## src/rtl/mem_arbiter.sv

```systemverilog
// Purpose: two-client round-robin arbiter and enable/ready sequencer in front of the block RAM.
// Latency: grant edge to ack edge is memory DELAY+2 cycles; one idle RECOVER cycle follows every transaction.
// Backpressure: requests are level-held and wait while busy; a silent memory is aborted with err after TIMEOUT_CYCLES.
`timescale 1ns/1ps

module mem_arbiter #(
  parameter int MADDR_WIDTH    = 16,
  parameter int MDATA_WIDTH    = 32,
  parameter int TIMEOUT_CYCLES = 64
) (
  input  logic                   clock,
  input  logic                   reset,

  input  logic                   c0_req,
  input  logic                   c0_we,
  input  logic [MADDR_WIDTH-1:0] c0_addr,
  input  logic [MDATA_WIDTH-1:0] c0_wdata,
  output logic                   c0_ack,
  output logic                   c0_err,

  input  logic                   c1_req,
  input  logic                   c1_we,
  input  logic [MADDR_WIDTH-1:0] c1_addr,
  input  logic [MDATA_WIDTH-1:0] c1_wdata,
  output logic                   c1_ack,
  output logic                   c1_err,

  output logic [MDATA_WIDTH-1:0] rdata,

  output logic                   mem_read_enable,
  output logic                   mem_write_enable,
  output logic [MADDR_WIDTH-1:0] mem_addr,
  output logic [MDATA_WIDTH-1:0] mem_write_data,
  input  logic                   mem_read_ready,
  input  logic                   mem_write_ready,
  input  logic [MDATA_WIDTH-1:0] mem_read_data
);

  localparam int              CW   = $clog2(TIMEOUT_CYCLES + 1);
  localparam logic [CW-1:0]   TMAX = CW'(TIMEOUT_CYCLES);

  typedef enum logic [1:0] {
    IDLE    = 2'd0,
    ISSUE   = 2'd1,
    RECOVER = 2'd2
  } state_t;

  state_t state;
  state_t state_next;

  // Registered state besides the FSM: owner of the current/last grant and the timeout counter.
  logic          last_grant;
  logic          last_grant_next;
  logic [CW-1:0] tcnt;
  logic [CW-1:0] tcnt_next;
  logic [CW-1:0] tcnt_inc;

  // Next values of the registered outputs.
  logic                   rd_en_next;
  logic                   wr_en_next;
  logic [MADDR_WIDTH-1:0] addr_next;
  logic [MDATA_WIDTH-1:0] wdata_next;
  logic [MDATA_WIDTH-1:0] rdata_next;
  logic                   c0_ack_next;
  logic                   c1_ack_next;
  logic                   c0_err_next;
  logic                   c1_err_next;

  // Arbitration and completion decode.
  logic                   any_req;
  logic                   grant_pick;
  logic                   sel_we;
  logic [MADDR_WIDTH-1:0] sel_addr;
  logic [MDATA_WIDTH-1:0] sel_wdata;
  logic                   op_ready;
  logic                   op_done;
  logic                   op_timeout;
  logic                   finish;

  assign any_req = c0_req | c1_req;

  // Round-robin pick: a lone requester wins, a tie goes to the client not granted last.
  always_comb begin
    grant_pick = 1'b0;
    if (c0_req && c1_req) begin
      grant_pick = ~last_grant;
    end else if (c1_req) begin
      grant_pick = 1'b1;
    end
  end

  assign sel_we    = grant_pick ? c1_we    : c0_we;
  assign sel_addr  = grant_pick ? c1_addr  : c0_addr;
  assign sel_wdata = grant_pick ? c1_wdata : c0_wdata;

  // Counter saturates at TMAX so a stuck FSM can never wrap back into a false window.
  assign tcnt_inc = (tcnt == TMAX) ? tcnt : tcnt + CW'(1);

  // Only the ready that matches the outstanding op counts; the other one is ignored.
  assign op_ready   = (mem_read_enable & mem_read_ready) | (mem_write_enable & mem_write_ready);
  assign op_done    = (state == ISSUE) && op_ready;
  assign op_timeout = (state == ISSUE) && !op_ready && (tcnt_inc == TMAX);
  assign finish     = op_done | op_timeout;

  // State register.
  always_ff @(posedge clock) begin
    if (reset) begin
      state <= IDLE;
    end else begin
      state <= state_next;
    end
  end

  // Next-state logic: IDLE -> ISSUE on any request, ISSUE -> RECOVER on ready or timeout, RECOVER -> IDLE.
  always_comb begin
    state_next = state;
    case (state)
      IDLE:    if (any_req) state_next = ISSUE;
      ISSUE:   if (finish)  state_next = RECOVER;
      RECOVER: state_next = IDLE;
      default: state_next = IDLE;
    endcase
  end

  // Output logic: computes the next value of every registered output and of the datapath registers.
  always_comb begin
    rd_en_next      = mem_read_enable;
    wr_en_next      = mem_write_enable;
    addr_next       = mem_addr;
    wdata_next      = mem_write_data;
    rdata_next      = rdata;
    c0_ack_next     = 1'b0;
    c1_ack_next     = 1'b0;
    c0_err_next     = 1'b0;
    c1_err_next     = 1'b0;
    tcnt_next       = tcnt;
    last_grant_next = last_grant;

    case (state)
      IDLE: begin
        rd_en_next = 1'b0;
        wr_en_next = 1'b0;
        if (any_req) begin
          last_grant_next = grant_pick;
          rd_en_next      = ~sel_we;
          wr_en_next      = sel_we;
          addr_next       = sel_addr;
          wdata_next      = sel_wdata;
          tcnt_next       = '0;
        end
      end

      ISSUE: begin
        tcnt_next = tcnt_inc;
        if (finish) begin
          rd_en_next  = 1'b0;
          wr_en_next  = 1'b0;
          c0_ack_next = ~last_grant;
          c1_ack_next = last_grant;
          c0_err_next = ~last_grant & op_timeout;
          c1_err_next = last_grant & op_timeout;
          // A timed-out read leaves the previous read data in place.
          if (op_done && mem_read_enable) begin
            rdata_next = mem_read_data;
          end
        end
      end

      RECOVER: begin
        // Enables stay low here so the memory's delay counter is cleared; echoed readies are ignored.
        rd_en_next = 1'b0;
        wr_en_next = 1'b0;
      end

      default: begin
        rd_en_next = 1'b0;
        wr_en_next = 1'b0;
      end
    endcase
  end

  // Output and datapath registers; reset wins over a same-edge ready so no ack escapes.
  always_ff @(posedge clock) begin
    if (reset) begin
      mem_read_enable  <= 1'b0;
      mem_write_enable <= 1'b0;
      mem_addr         <= '0;
      mem_write_data   <= '0;
      rdata            <= '0;
      c0_ack           <= 1'b0;
      c1_ack           <= 1'b0;
      c0_err           <= 1'b0;
      c1_err           <= 1'b0;
      tcnt             <= '0;
      last_grant       <= 1'b1;
    end else begin
      mem_read_enable  <= rd_en_next;
      mem_write_enable <= wr_en_next;
      mem_addr         <= addr_next;
      mem_write_data   <= wdata_next;
      rdata            <= rdata_next;
      c0_ack           <= c0_ack_next;
      c1_ack           <= c1_ack_next;
      c0_err           <= c0_err_next;
      c1_err           <= c1_err_next;
      tcnt             <= tcnt_next;
      last_grant       <= last_grant_next;
    end
  end

endmodule

```

## config.mk

```make
export PLATFORM = sky130hd
export DESIGN_NAME = mem_arbiter
export DESIGN_NICKNAME = d
export VERILOG_FILES = /design/src/rtl/mem_arbiter.sv
export SDC_FILE = /design/constraint.sdc
export NUM_CORES = 1
export LEC_CHECK = 0
export ABC_AREA = 0
export BUFFER_PORTS_ARGS = -buffer_cell sky130_fd_sc_hd__buf_2
export CAP_MARGIN = 5
export CORE_ASPECT_RATIO = 1.1
export CORE_MARGIN = 3
export CORE_UTILIZATION = 40
export DETAILED_ROUTE_END_ITERATION = 8
export GPL_TIMING_DRIVEN = 0
export PLACE_DENSITY = 0.76
export SYNTH_ARGS = -nofsm -noshare
export SYNTH_HDL_FRONTEND = slang
export SYNTH_SLANG_ARGS = --single-unit
```

## constraint.sdc

```tcl
create_clock -name clock -period 2.3 [get_ports clock]
set_input_delay 0.46 -clock clock [delete_from_list [all_inputs] [get_ports clock]]
set_output_delay 0.46 -clock clock [all_outputs]
set_load 0.03 [all_outputs]
```

==> impl_results.md <==
* Status: complete, no violations
* DR vias at 4007
* Sink Count at 96
* Worst rel slew slack at 0.4882
* Slowest stage delay, CP at 0.58 ns
* FP Rows at 37
* Critical Path RT at 2.56 ns
* Global-route wire length before repair at 18740 um
* IO Pins at 222
* Clk Latency, worst-skew pair at 0.36 ns
* HP Class: primary input to flip-flop
* DIE AREA at 11190 um^2
* Minimum clock period at 2.251 ns
* Routed WL at 11780 um
* Crit path buf inv count at 1
* Vias in the first global route at 3927
* Initial antenna violation count at 0
* Share of the synthesized area in the top cell type at 0.4824
* CTS tree: yes
* Most area-hungry cell type in the Yosys netlist: dfxtp_1
* Cell area power density at 750.2 nW/um^2
* Unique cell type count in the Yosys netlist at 37
* Mapped Avg Cell Area at 8.892 um^2
* Layout cells sized above 1 at 0.3815
* Maxcap violations at 0
* Slew at the pin with the worst max-slew slack at 0.7677 ns
* DRC Markers at 0
* Via-to-Cell Ratio at 4.953
* Max VDD drop at 0.3629 mV
* Most frequent cells in the layout: buf_2 (224), dfxtp_1 (94), nand2_1 (73), nor2_1 (61)
* Chip Width at 101.2 um
* Final Wtd Congestion at 0.8830
* Die height at 110.7 um
* CTS buffer count at 9
* Largest net degree at the start of global routing at 15
* Final nets at 826
* Clock slew at reported path FFs at 0.09 ns
* CP Cell Sequence: inv_4, ha_4, nor4b_4, nand3b_4, a211o_1, or4_4, a2111oi_4
* Slowest CP cell: or4_4
* Routed WL per cell at 14.56 um
* Fin. Hold Viols at 0
* Critical path capture point type: flip-flop
* YS warnings at 0
* Critical Setup Path Class: flip-flop to flip-flop
* Placed Cells at 786
* Leakage power at 2.537 nW
* Dpl hpwl at 9083 um
* Core ar. at 9537 um^2
* H-tree lvl count at 3
* Initial DRT Pass Iterations at 4
* Yosys reg bits at 96
* Synth Instances at 448
* Slew Viols, Final at 0
* Max Fclk at 444.3 MHz
* CP Launch Type: flip-flop
* Critical path's top delay family: simple AND/OR/NAND/NOR gates
* Number of port buffers at 221
* Worst-case clock skew at 0.01009 ns
* Diodes inserted at 0
* Register area share after synthesis at 0.4824
* Initial DRC count at 97
* Total GRT Usage at 0.2069
* Most common cell after layout, fill and taps aside: buf_2
* Syn-to-layout area delta at 38.82%
* ANT nets after route at 0
* Syn nets at 586
* Final period util at 0.9786
* Setup violators final at 0
* Arrival time at the worst endpoint at 2.51 ns
* Core Util, Final at 0.5799
* Starting Density at 0.4177
* RSZ-0062 raised after global routing: yes
* Mapped Area at 3984 um^2
* Peak fanout along the critical path at 6
* Non-filler cells, final at 809
* Top post-synthesis cells by area: dfxtp_1 (48%), mux2i_1 (12%), a211oi_1 (9.2%)
* Max Root-Sink Buffers at 2
* GRT overflow at 0
* CTS root buf: clkbuf_8
## area by class of cell
class                      count  area [um^2]
timing repair buffer         230         1174
sequential                    96         1929
multi-input combinational    314         1948
clock buffer                  11        141.4
tap                          117        146.4
buffer                        35        136.4
clock inverter                 4        45.04
inverter                       2        10.01
fill                         905         4006
## cell usage after synthesis (all sizes together)
| cell type | n |
|---|---|
| a211oi | 49 |
| nand3 | 7 |
| a21oi | 40 |
| o22ai | 1 |
| dfxtp | 96 |
| mux2i | 49 |
| nand3b | 2 |
| o21ai | 1 |
| or4 | 1 |
| and3 | 1 |
| inv | 2 |
| xnor2 | 3 |
| ha | 2 |
| nor4b | 1 |
| o22a | 1 |
| and2 | 1 |
| buf | 6 |
| nor2 | 61 |
| or2 | 2 |
| a31oi | 3 |
| a22oi | 2 |
| nand2 | 73 |
| a2111oi | 1 |
| clkbuf | 30 |
| o21a | 2 |
| a21boi | 2 |
| nor3 | 1 |
| nand2b | 1 |
| xor2 | 2 |
| nor4 | 1 |
| a211o | 1 |
| nor2b | 3 |
## tightest hold or removal path, delay by kind of cell
family / cells / cell delay [ns]
buffers and inverters: 1 / 0.10
AND/OR/NAND/NOR: 1 / 0.04
AO/OA/AOI/OAI: 1 / 0.05
## kinds of logic after synthesis
group | Yosys count | share of synthesized area
and+or+nand+nor | 155 | 0.1643
AOI/OAI and AO/OA | 103 | 0.1743
DFF | 96 | 0.4824
muxes | 49 | 0.1231
buffers and inverters | 38 | 0.03863
xor gates and xnor gates | 5 | 0.01099
adders and majority gates | 2 | 0.006280
## state kept, by name, indices dropped and copies added (netlist names)
| register | cells |
|---|---|
| mem_write_data | 32 |
| rdata | 32 |
| mem_addr | 16 |
| tcnt | 7 |
| state | 2 |
| c0_ack | 1 |
| c0_err | 1 |
| c1_ack | 1 |
| c1_err | 1 |
| last_grant | 1 |
| mem_read_enable | 1 |
| mem_write_enable | 1 |
## repair_timing
item | in CTS | in global routing
hold buffers | 0 | 0
resized for setup | 5 | 10
setup buffers | 4 | 5
setup endpoints to repair | 3 | 32
pin swaps | 1 | 5
## stage by stage
stage                     hold slack [ns]  total power, mW  area (um^2)  TNS [ns]  setup WS (ns)
final                              0.3313            4.149         5530         0        0.04919
after global routing               0.3136            4.384         5530  -0.04724       -0.03255
after CTS                          0.3147            4.164         5469         0       0.002180
after detailed placement           0.4439            3.083         5236   -0.1900        -0.1551
after global placement             0.4393            3.049         5236   -0.1523        -0.1496
after floorplan                    0.4859            2.672         3984         0        0.04290
## power by group
part | internal [mW] | switching [mW] | leakage (nW)
combinational | 0.414 | 0.755 | 1.65
clock | 0.522 | 0.551 | 0.0989
sequential | 1.82 | 0.0911 | 0.788
## worst paths after layout
| kind | from | to | depth (start not counted) | slack (ns) |
|---|---|---|---|---|
| worst min-delay path | mem_read_data[8] | rdata[8]$_SDFFE_PP0P_ | 3 | 0.33 |
| worst min register to register | rdata[18]$_SDFFE_PP0P_ | rdata[18]$_SDFFE_PP0P_ | 2 | 0.46 |
| worst max-delay path | tcnt[1]$_SDFFE_PP0P_ | c0_ack$_SDFF_PP0_ | 7 | 0.05 |
| worst max register to register | tcnt[1]$_SDFFE_PP0P_ | c0_ack$_SDFF_PP0_ | 7 | 0.05 |
## routing by layer
metal	share of wire	GRT usage	up-vias
met5	0	0	-
met4	0.016	0.07004	0
met3	0.074	0.03776	15
met2	0.50	0.3604	155
met1	0.41	0.2520	1807
li1	-	-	2030
No activity file was read; power rests on OpenSTA's default activity.
